==> src/rtl/mapper_banked_gen_pkg.sv <==
// Shared types and address-map constants for the generalised banked ROM/SRAM mapper.
package mapper_banked_gen_pkg;

  localparam int unsigned TYP_W      = 8;
  localparam int unsigned ID_W       = 4;
  localparam int unsigned SIZE_W     = 28;
  localparam int unsigned OUT_ADDR_W = 27;

  typedef enum logic [TYP_W-1:0] {
    MAPPER_NONE      = 8'd0,
    MAPPER_ASCII8    = 8'd1,
    MAPPER_ASCII16   = 8'd2,
    MAPPER_KONAMI    = 8'd3,
    MAPPER_HARRY_FOX = 8'd8
  } mapper_typ_t;

  typedef enum logic {
    BANK_DIRECT = 1'b0,
    BANK_PAIR   = 1'b1
  } bank_mode_t;

  typedef enum logic {
    StIdle = 1'b0,
    StHeld = 1'b1
  } commit_st_t;

  localparam logic [15:0] REG_LO     = 16'h6000;
  localparam logic [15:0] REG_HI     = 16'h7FFF;
  localparam logic [15:0] MAP_LO     = 16'h4000;
  localparam logic [15:0] MAP_HI     = 16'hBFFF;
  localparam logic [15:0] SRAM_WR_LO = 16'h8000;
  localparam logic [15:0] SRAM_WR_HI = 16'hBFFF;

  // Index of the first mapped window and number of mapped windows for a page size.
  function automatic int unsigned first_win(int unsigned page_bits);
    return 32'(MAP_LO) >> page_bits;
  endfunction

  function automatic int unsigned num_win(int unsigned page_bits);
    return (32'(MAP_HI) - 32'(MAP_LO) + 32'd1) >> page_bits;
  endfunction

endpackage

==> src/rtl/mapper_bank_regfile.sv <==
// Per-id bank/SRAM registers for the mapped windows plus the one-commit-per-request FSM.
module mapper_bank_regfile
  import mapper_banked_gen_pkg::*;
#(
  parameter int unsigned NUM_IDS   = 2,
  parameter int unsigned PAGE_BITS = 14,
  parameter int unsigned BANK_W    = 3,
  parameter bank_mode_t  BANK_MODE = BANK_PAIR,
  parameter int          SRAM_BIT  = -1,
  localparam int unsigned NMAP     = num_win(PAGE_BITS),
  localparam int unsigned K_W      = $clog2(NMAP),
  localparam int unsigned IDX_W    = (NUM_IDS > 1) ? $clog2(NUM_IDS) : 1
) (
  input  logic              i_clk,
  input  logic              i_reset,
  input  logic              i_wr_hit,
  input  logic              i_req,
  input  logic [IDX_W-1:0]  i_wr_idx,
  input  logic [K_W-1:0]    i_wr_slot,
  input  logic [7:0]        i_data,
  input  logic [IDX_W-1:0]  i_rd_idx,
  input  logic [K_W-1:0]    i_rd_slot,
  output logic [BANK_W-1:0] o_bank,
  output logic              o_sram
);

  localparam int unsigned NSETS = 1 << IDX_W;

  logic [BANK_W-1:0] r_bank [NSETS][NMAP];
  logic              r_sram [NSETS][NMAP];
  commit_st_t        r_state;
  commit_st_t        w_state_next;
  logic              w_commit;
  logic [BANK_W-1:0] w_new_bank;
  logic              w_new_sram;
  logic              w_unused_data;

  assign w_unused_data = ^i_data;

  always_comb begin
    w_new_bank = '0;
    if (BANK_MODE == BANK_PAIR) begin
      w_new_bank[1:0] = {i_data[0], i_wr_slot[0]};
    end else begin
      w_new_bank = i_data[BANK_W-1:0];
    end
  end

  if (SRAM_BIT >= 0) begin : g_sram
    assign w_new_sram = i_data[SRAM_BIT];
  end else begin : g_no_sram
    assign w_new_sram = 1'b0;
  end

  // A request held over many cycles commits only on its first cycle.
  always_comb begin
    w_state_next = r_state;
    w_commit     = 1'b0;
    case (r_state)
      StIdle: begin
        if (i_wr_hit) begin
          w_commit     = 1'b1;
          w_state_next = StHeld;
        end
      end
      StHeld: begin
        if (!i_req) begin
          w_state_next = StIdle;
        end
      end
    endcase
  end

  always_ff @(posedge i_clk) begin
    if (i_reset) begin
      r_state <= StIdle;
      for (int i = 0; i < int'(NSETS); i++) begin
        for (int j = 0; j < int'(NMAP); j++) begin
          r_bank[i][j] <= BANK_W'(j);
          r_sram[i][j] <= 1'b0;
        end
      end
    end else begin
      r_state <= w_state_next;
      if (w_commit) begin
        r_bank[i_wr_idx][i_wr_slot] <= w_new_bank;
        r_sram[i_wr_idx][i_wr_slot] <= w_new_sram;
      end
    end
  end

  assign o_bank = r_bank[i_rd_idx][i_rd_slot];
  assign o_sram = r_sram[i_rd_idx][i_rd_slot];

endmodule

==> src/rtl/mapper_banked_gen.sv <==
// Banked ROM/SRAM cartridge mapper: address decode, range/wrap arithmetic and output muxing.
module mapper_banked_gen
  import mapper_banked_gen_pkg::*;
#(
  parameter mapper_typ_t MAPPER_TYPE = MAPPER_HARRY_FOX,
  parameter int unsigned NUM_IDS     = 2,
  parameter int unsigned PAGE_BITS   = 14,
  parameter int unsigned BANK_W      = 3,
  parameter bank_mode_t  BANK_MODE   = BANK_PAIR,
  parameter int          SRAM_BIT    = -1,
  parameter bit          WRAP        = 1'b0
) (
  input  logic                  i_clk,
  input  logic                  i_reset,
  input  logic [15:0]           i_addr,
  input  logic [7:0]            i_data,
  input  logic                  i_mreq,
  input  logic                  i_rd,
  input  logic                  i_wr,
  input  logic                  i_req,
  input  logic [TYP_W-1:0]      i_typ,
  input  logic [ID_W-1:0]       i_id,
  input  logic [SIZE_W-1:0]     i_rom_size,
  input  logic [SIZE_W-1:0]     i_sram_size,
  output logic                  o_ram_cs,
  output logic [OUT_ADDR_W-1:0] o_addr,
  output logic                  o_sram_cs,
  output logic                  o_rnw
);

  localparam int unsigned FIRST = first_win(PAGE_BITS);
  localparam int unsigned NMAP  = num_win(PAGE_BITS);
  localparam int unsigned K_W   = $clog2(NMAP);
  localparam int unsigned WIN_W = 16 - PAGE_BITS;
  localparam int unsigned IDX_W = (NUM_IDS > 1) ? $clog2(NUM_IDS) : 1;

  logic [WIN_W-1:0]  w_win;
  logic [K_W-1:0]    w_rd_slot;
  logic [K_W-1:0]    w_wr_slot;
  logic              w_en;
  logic              w_cs;
  logic              w_mapped;
  logic              w_in_reg;
  logic              w_sram_wr_rng;
  logic              w_wr_hit;
  logic [BANK_W-1:0] w_bank;
  logic              w_sram;
  logic [SIZE_W-1:0] w_lin;
  logic [SIZE_W-1:0] w_rom_addr;
  logic              w_rom_ok;
  logic [SIZE_W-1:0] w_sram_addr;
  logic              w_unused_rd;

  // Reads are implied by !wr; rd+wr together is a write.
  assign w_unused_rd = i_rd;

  assign w_en          = (i_typ == MAPPER_TYPE) && (32'(i_id) < NUM_IDS);
  assign w_cs          = w_en && i_mreq && !i_reset;
  assign w_win         = i_addr[15:PAGE_BITS];
  assign w_rd_slot     = K_W'(w_win - WIN_W'(FIRST));
  assign w_wr_slot     = i_addr[12 -: K_W];
  assign w_mapped      = (i_addr >= MAP_LO) && (i_addr <= MAP_HI);
  assign w_in_reg      = (i_addr >= REG_LO) && (i_addr <= REG_HI);
  assign w_sram_wr_rng = (i_addr >= SRAM_WR_LO) && (i_addr <= SRAM_WR_HI);
  assign w_wr_hit      = w_cs && i_wr && i_req && w_in_reg;

  mapper_bank_regfile #(
    .NUM_IDS  (NUM_IDS),
    .PAGE_BITS(PAGE_BITS),
    .BANK_W   (BANK_W),
    .BANK_MODE(BANK_MODE),
    .SRAM_BIT (SRAM_BIT)
  ) u_regfile (
    .i_clk    (i_clk),
    .i_reset  (i_reset),
    .i_wr_hit (w_wr_hit),
    .i_req    (i_req),
    .i_wr_idx (i_id[IDX_W-1:0]),
    .i_wr_slot(w_wr_slot),
    .i_data   (i_data),
    .i_rd_idx (i_id[IDX_W-1:0]),
    .i_rd_slot(w_rd_slot),
    .o_bank   (w_bank),
    .o_sram   (w_sram)
  );

  assign w_lin      = SIZE_W'({w_bank, i_addr[PAGE_BITS-1:0]});
  assign w_rom_addr = WRAP ? (w_lin & (i_rom_size - SIZE_W'(1))) : w_lin;
  assign w_rom_ok   = WRAP || (w_lin < i_rom_size);
  // SRAM sits directly after ROM; sram_size is a power of two so the modulo is a mask.
  assign w_sram_addr = i_rom_size + (w_lin & (i_sram_size - SIZE_W'(1)));

  always_comb begin
    o_ram_cs  = 1'b0;
    o_sram_cs = 1'b0;
    o_rnw     = 1'b1;
    o_addr    = '1;
    if (w_cs && w_mapped) begin
      if (w_sram) begin
        if ((i_sram_size != '0) && (!i_wr || w_sram_wr_rng)) begin
          o_ram_cs  = 1'b1;
          o_sram_cs = 1'b1;
          o_rnw     = !i_wr;
          o_addr    = OUT_ADDR_W'(w_sram_addr);
        end
      end else if (!i_wr && w_rom_ok) begin
        o_ram_cs = 1'b1;
        o_addr   = OUT_ADDR_W'(w_rom_addr);
      end
    end
  end

endmodule

==> config.mk <==
export PLATFORM = sky130hd
export DESIGN_NAME = mapper_banked_gen
export DESIGN_NICKNAME = d
export VERILOG_FILES = /design/src/rtl/mapper_banked_gen_pkg.sv /design/src/rtl/mapper_bank_regfile.sv /design/src/rtl/mapper_banked_gen.sv
export SDC_FILE = /design/constraint.sdc
export NUM_CORES = 1
export LEC_CHECK = 0
export BUFFER_PORTS_ARGS = -buffer_cell sky130_fd_sc_hd__buf_2
export CORE_UTILIZATION = 34
export DETAILED_ROUTE_END_ITERATION = 7
export GPL_ROUTABILITY_DRIVEN = 0
export PLACE_DENSITY = 0.81
export SETUP_SLACK_MARGIN = 0.15
export SYNTH_ARGS = -nofsm -noshare
export SYNTH_HDL_FRONTEND = slang
export SYNTH_SLANG_ARGS = --single-unit
==> constraint.sdc <==
create_clock -name i_clk -period 3.61 [get_ports i_clk]
set_clock_uncertainty 0.1 [all_clocks]
set_input_delay 0.361 -clock i_clk [delete_from_list [all_inputs] [get_ports i_clk]]
set_output_delay 0.361 -clock i_clk [all_outputs]
set_load 0.01 [all_outputs]
# [Word level (Yosys, flattened, before mapping)]
# Memories as Yosys holds them, arrays and structs flattened.
# Cells that the tools add are included.
# W data, S select, Z words.
[word_totals] mem_count=1 output_inout_bits=30 ramBits=8 wordCells=71 register_bits=1
[memory_table] memory="u_regfile.r_bank" words=2 word_bits=4 read_ports=1 rd_clocked_by_memory_dff=0 write_ports=2 line_no="mapper_bank_regfile.sv:29" rtl="logic [BANK_W-1:0] r_bank [NSETS][NMAP];"
[op_classes] reduce_logical=18 order_cmp=10 n_eq_ne=1 n_addsub=3 bitwise=4 muxes=33
[op_table] operator="$mux W27" n=4
[op_table] operator="$ge A16 B15 Y1 const B" n=2
[op_table] operator="$lt A17 B28 Y1" n=1
[op_table] operator="$reduce_bool A28 Y1" n=1
[op_table] operator="$add A27 B27 Y27" n=1
[op_table] operator="$and A17 B27 Y27" n=1
[op_table] operator="$sub A27 B1 Y27 const B" n=1
[op_table] operator="$mux W1" n=20
[op_table] operator="$ge A16 B16 Y1 const B" n=1
[op_table] operator="$le A16 B15 Y1 const B" n=1
[op_table] operator="$le A16 B16 Y1 const B" n=1
[op_table] operator="$logic_and A1 B1 Y1" n=13
[op_table] operator="$mux W3" n=4
[op_table] operator="$eq A8 B4 Y1 const B" n=1
[op_table] operator="$mux W4" n=2
[op_table] operator="$mux W6" n=1
[op_table] operator="$ge A2 B2 Y1 const B" n=2
[op_table] operator="$lt A4 B2 Y1 const B" n=1
[op_table] operator="$not A1 Y2" n=2
[op_table] operator="$reduce_or A4 Y1" n=1
[op_table] operator="$demux W3 S1" n=1
[op_table] operator="$logic_not A1 Y1" n=2
[op_table] operator="$lt A2 B1 Y1 const B" n=1
[op_table] operator="$pmux W1 S2" n=1
[op_table] operator="other kinds (3)" n=3

# [Depth between registers and ports, before layout]
[depth] depth_word=14 ltp_mapped=10 ltp_nobuf=7

# [Hierarchy]
# A second synthesis with hierarchy kept.
[hier_totals] hier_cells=382 area_unflattened_um2=2927.8
[modules_own_cells] module="mapper_banked_gen" area_each_um2=2484.9 instances=1 seq_area_each_um2=0.0 cells_each=351
[modules_own_cells] module="mapper_bank_regfile" area_each_um2=442.9 instances=1 seq_area_each_um2=260.2 cells_each=31

# [Worst setup path before layout]
# OpenSTA, ideal clock, no wires.
[synth_timing] kind="input to output" start="input port i_id[0]" end="output port o_addr[17]" n_path_buf=3 required_ns=3.149 setup_slack_ns=0.284 arrival_ns=2.865 cell_stages=10 path_cell_list="clkbuf_1 > mux4_2 > ha_1 > nand2_1 > o21ai_0 > o2111ai_1 > a31oi_2 > buf_2 > or2_1 > buf_4"
[synth_between] elab_chain_len=9 elab_cells_between_ends=17 cone_classes="add/sub: 1; order compare: 2; mux: 7; bitwise: 1; reduce/logical: 5; memory: 1"
[synth_lines] element="from (decl)" line_no="mapper_banked_gen.sv:22" rtl="input logic [ID_W-1:0] i_id,"
[synth_lines] element="$mem_v2 Z2 W4"
[synth_lines] element="$mux W3 (implied by the code) (3 in a row)" line_no="mapper_bank_regfile.sv:92" rtl="assign o_bank = r_bank[i_rd_idx][i_rd_slot];"
[synth_lines] element="$and A17 B27 Y27 or $lt A17 B28 Y1 (tied branches)" line_no="mapper_banked_gen.sv:91, mapper_banked_gen.sv:89"
[synth_lines] element="$add A27 B27 Y27 or $logic_and A1 B1 Y1 (tied branches)" line_no="mapper_banked_gen.sv:91, mapper_banked_gen.sv:106"
[synth_lines] element="$mux W27 (on tied branches)" line_no="mapper_banked_gen.sv:100, mapper_banked_gen.sv:106"
[synth_lines] element="$mux W27" line_no="mapper_banked_gen.sv:99" rtl="if (w_sram) begin"
[synth_lines] element="$mux W27 *" line_no="mapper_banked_gen.sv:98" rtl="if (w_cs && w_mapped) begin"
[synth_lines] element="to (decl)" line_no="mapper_banked_gen.sv:26" rtl="output logic [OUT_ADDR_W-1:0] o_addr,"
# Mark *: on every way between the ends. The rest lies on a longest branch, timed or not. The select of a mux whose other input is x is not followed.

# [Worst setup path after layout]
[layout_timing] start="memory u_regfile.r_bank[0][3] in the netlist's numbering" end="output port o_addr[1]"
[layout_between] elab_chain_len=9
[layout_lines] element="from (decl)" line_no="mapper_bank_regfile.sv:29"
[layout_lines] element="$mem_v2 Z2 W4"
[layout_lines] element="$mux W3 (implied by the code) (3 in a row)" line_no="mapper_bank_regfile.sv:92"
[layout_lines] element="$lt A17 B28 Y1" line_no="mapper_banked_gen.sv:89" rtl="assign w_rom_ok = WRAP || (w_lin < i_rom_size);"
[layout_lines] element="$logic_and A1 B1 Y1" line_no="mapper_banked_gen.sv:106" rtl="end else if (!i_wr && w_rom_ok) begin"
[layout_lines] element="$mux W27" line_no="mapper_banked_gen.sv:106"
[layout_lines] element="$mux W27" line_no="mapper_banked_gen.sv:99"
[layout_lines] element="$mux W27" line_no="mapper_banked_gen.sv:98"
# No other way between the ends. The select of a mux whose other input is x is not followed.

==> impl_metrics.csv <==
group,metric,value,unit
clocking,worstSkewPairLatency,0.26,ns
drt,finalWirelength,2.60,mm
global_routing,grt_pass1_wl,4.09,mm
clocking,post_cts_resized,0,
synthesis,postSynth.asyncResetShare,0,%
drt,wire_per_inst,10.4,um
clocking,ctsHoldBuffers,0,
synthesis,synthFlopType,"edfxtp_1",
drt,drc,0,
pwr,power_leakage,0.000747,uW
worst_setup_path,arrival,2.78,ns
worst_setup_path,cpMaxStageDelayCell,"mux4_2",
timing,fmax,0.308,GHz
clocking,htree_levels,1,
clocking,clk_pin_slew,0.06,ns
global_routing,overflow,0,
synthesis,synth_top_cells_by_area,"edfxtp_1 22%, ha_1 17%, or3_1 9.6%",
die,die_w,59.2,um
synthesis,synth_edf_count,8,
layout,drive_above_1_share,49.3,%
timing,hold_viol,0,
global_routing,antenna_found_initial,0,
timing,final-setup-viol-count,0,
layout,final_cell_mix,"89 x buf_2, 17 x or3_1, 15 x inv_1, 15 x ha_1, 8 x edfxtp_1",
timing,fin_setup_tns,0,ns
synthesis,synth.distinct_cells,38,
worst_setup_path,start_kind,"flop",
die,core,3080,um^2
drt,post_drt_via_cell_ratio,4.66,
die,die-area,3500,um^2
pwr,ir_drop,0.159,mV
die,start_util,36.1,%
min_path,hp-class,"input port to flop",
global_routing,first_global_vias,1053,
timing,period_needed,3.24,ns
layout,antenna_cells,0,
timing,rsz0062_at_grt,"false",
place,dp_hpwl,2.37,mm
global_routing,grt_usage,15.3,%
drt,first_pass_iters,3,
timing,finalCritPeriodShare,89.8,%
clocking,clockBufferDepth,2,
worst_setup_path,path_class,"flop to output pin",
layout,seq_area,260,um^2
die,num_io_pins,128,
worst_setup_path,critPathCaptureType,"output pin",
worst_setup_path,worstPathRequired,3.15,ns
clocking,postCtsSetupBuffers,0,
die,num_rows,20,
worst_setup_path,path_cells,"mux4_2, ha_1, a21oi_1, o21ai_0, nor3_1, a31oi_2, buf_4, or3_1, buf_2",
die,dieHeight,59.2,um
timing,slew_violations,0,
layout,fin_nets,321,
clocking,cts-root-buf,"clkbuf_4",
clocking,clock-sinks,9,
layout,fillers,312,
outcome,status,"finished, final reports clean",
job,maxCapViolCount,0,
drt,postRouteAntennaNets,0,
clocking,cts_buffers,3,
global_routing,grt_max_degree,19,
timing,fin_hold_ws,0.255,ns
pwr,p_per_area,183,nW/um^2
drt,route.vias.total,1170,
synthesis,avgSynthCellArea,8.89,um^2
synthesis,synth-seq-cells,9,
synthesis,synth_top_area_share,21.6,%
layout,multi_input_area,681,um^2
clocking,cts_tree,"built",
place,port-buffer-count,89,
synthesis,synth_area,1110,um^2
layout,area_growth,38.9,%
worst_setup_path,max_stage_delay,0.49,ns
worst_setup_path,worstPathMaxFanout,9,
synthesis,yosysWarnings,0,
layout,final_common_cell,"buf_2",
synthesis,synth_cells,125,
synthesis,synth_seq_area_share,23.4,%
drt,detailedRoute.firstIterationViolations,25,
synthesis,synth_area_leader_cell,"edfxtp_1",
-- sequential cells by signal (all words and copies together) (netlist names) --
name,cells
u_regfile.r_state,1
u_regfile.r_bank,8
-- path summary, 6_finish.rpt --
kind | slack (ns) | to | depth (start not counted) | startpoint
min reg2reg | 0.38 | u_regfile.r_state | 2 | u_regfile.r_state
min | 0.26 | u_regfile.r_state | 3 | i_req
max reg2reg | 2.01 | u_regfile.r_bank[0][3] | 4 | u_regfile.r_state
max | 0.37 | o_addr[1] | 9 | u_regfile.r_bank[0][3]
-- final cells by class --
| cell class | instances | share of cell area, % |
|---|---|---|
| Clock buffer | 4 | 1.70 |
| Sequential cell | 9 | 16.9 |
| Tap cell | 44 | 3.57 |
| Inverter | 16 | 3.89 |
| Timing Repair Buffer | 91 | 29.8 |
| Multi-Input combinational cell | 87 | 44.1 |
-- through the flow --
stage	util, %	worst slack, ns	total power [uW]	cells	instance area (um^2)
floorplan	-	0.284	166	128	1120
global placement	49.3	0.339	209	247	1520
detailed placement	49.3	0.342	212	247	1520
CTS	50.1	0.310	284	251	1540
global route	50.1	0.158	302	251	1540
finish	50.1	0.368	283	251	1540
-- critical path: cells and delay by family (launching register included) --
kind	cells	cell delay (ns)
compound gates	3	0.45
flops	1	0.37
simple gates	2	0.55
fa+ha+maj	1	0.31
buf+inv	2	0.36
mux	1	0.49
-- routing by layer --
layer	track usage, %	share of wire (%)	up-vias
met4	4.08	0.31	0
met5	0	0	-
met3	2.40	9.7	2
met1	17.3	43	501
li1	-	-	600
met2	29.5	47	67
-- report_power, final --
group / switching, uW / total [uW] / leakage (uW) / internal, uW
Clock: 32.5 / 75.0 / 0.0000150 / 42.4
Combinational: 40.0 / 87.7 / 0.000647 / 47.7
Sequential: 1.40 / 120 / 0.0000854 / 119
Total: 73.9 / 283 / 0.000747 / 209
-- cell families (layout without fill, tap and decap cells) --
group                    after synthesis  count (layout)  synth area share [%]
AND/OR/NAND/NOR                       47              47                  26.6
buffers and inverters                 32             111                  16.3
AO/OA/AOI/OAI                         17              17                  11.3
adder cells (fa/ha/maj)               15              15                  16.9
flip-flops                             9               9                  23.4
other                                  2               5                 0.676
multiplexers                           2               2                  4.05
XOR/XNOR                               1               1                 0.788
-- cell usage after synthesis, types with 2 or more instances --
cell type  count
or3_1         17
ha_1          15
inv_1         15
buf_4         12
edfxtp_1       8
nand2_1        5
nor2_1         4
nor4_1         4
a21oi_1        3
nor3b_1        3
o21bai_1       3
a21o_1         2
and3_1         2
buf_6          2
conb_1         2
mux4_2         2
nand4_1        2
nor3_1         2
nor4b_2        2
o21ai_0        2
No activity file was read; power rests on OpenSTA's default activity.
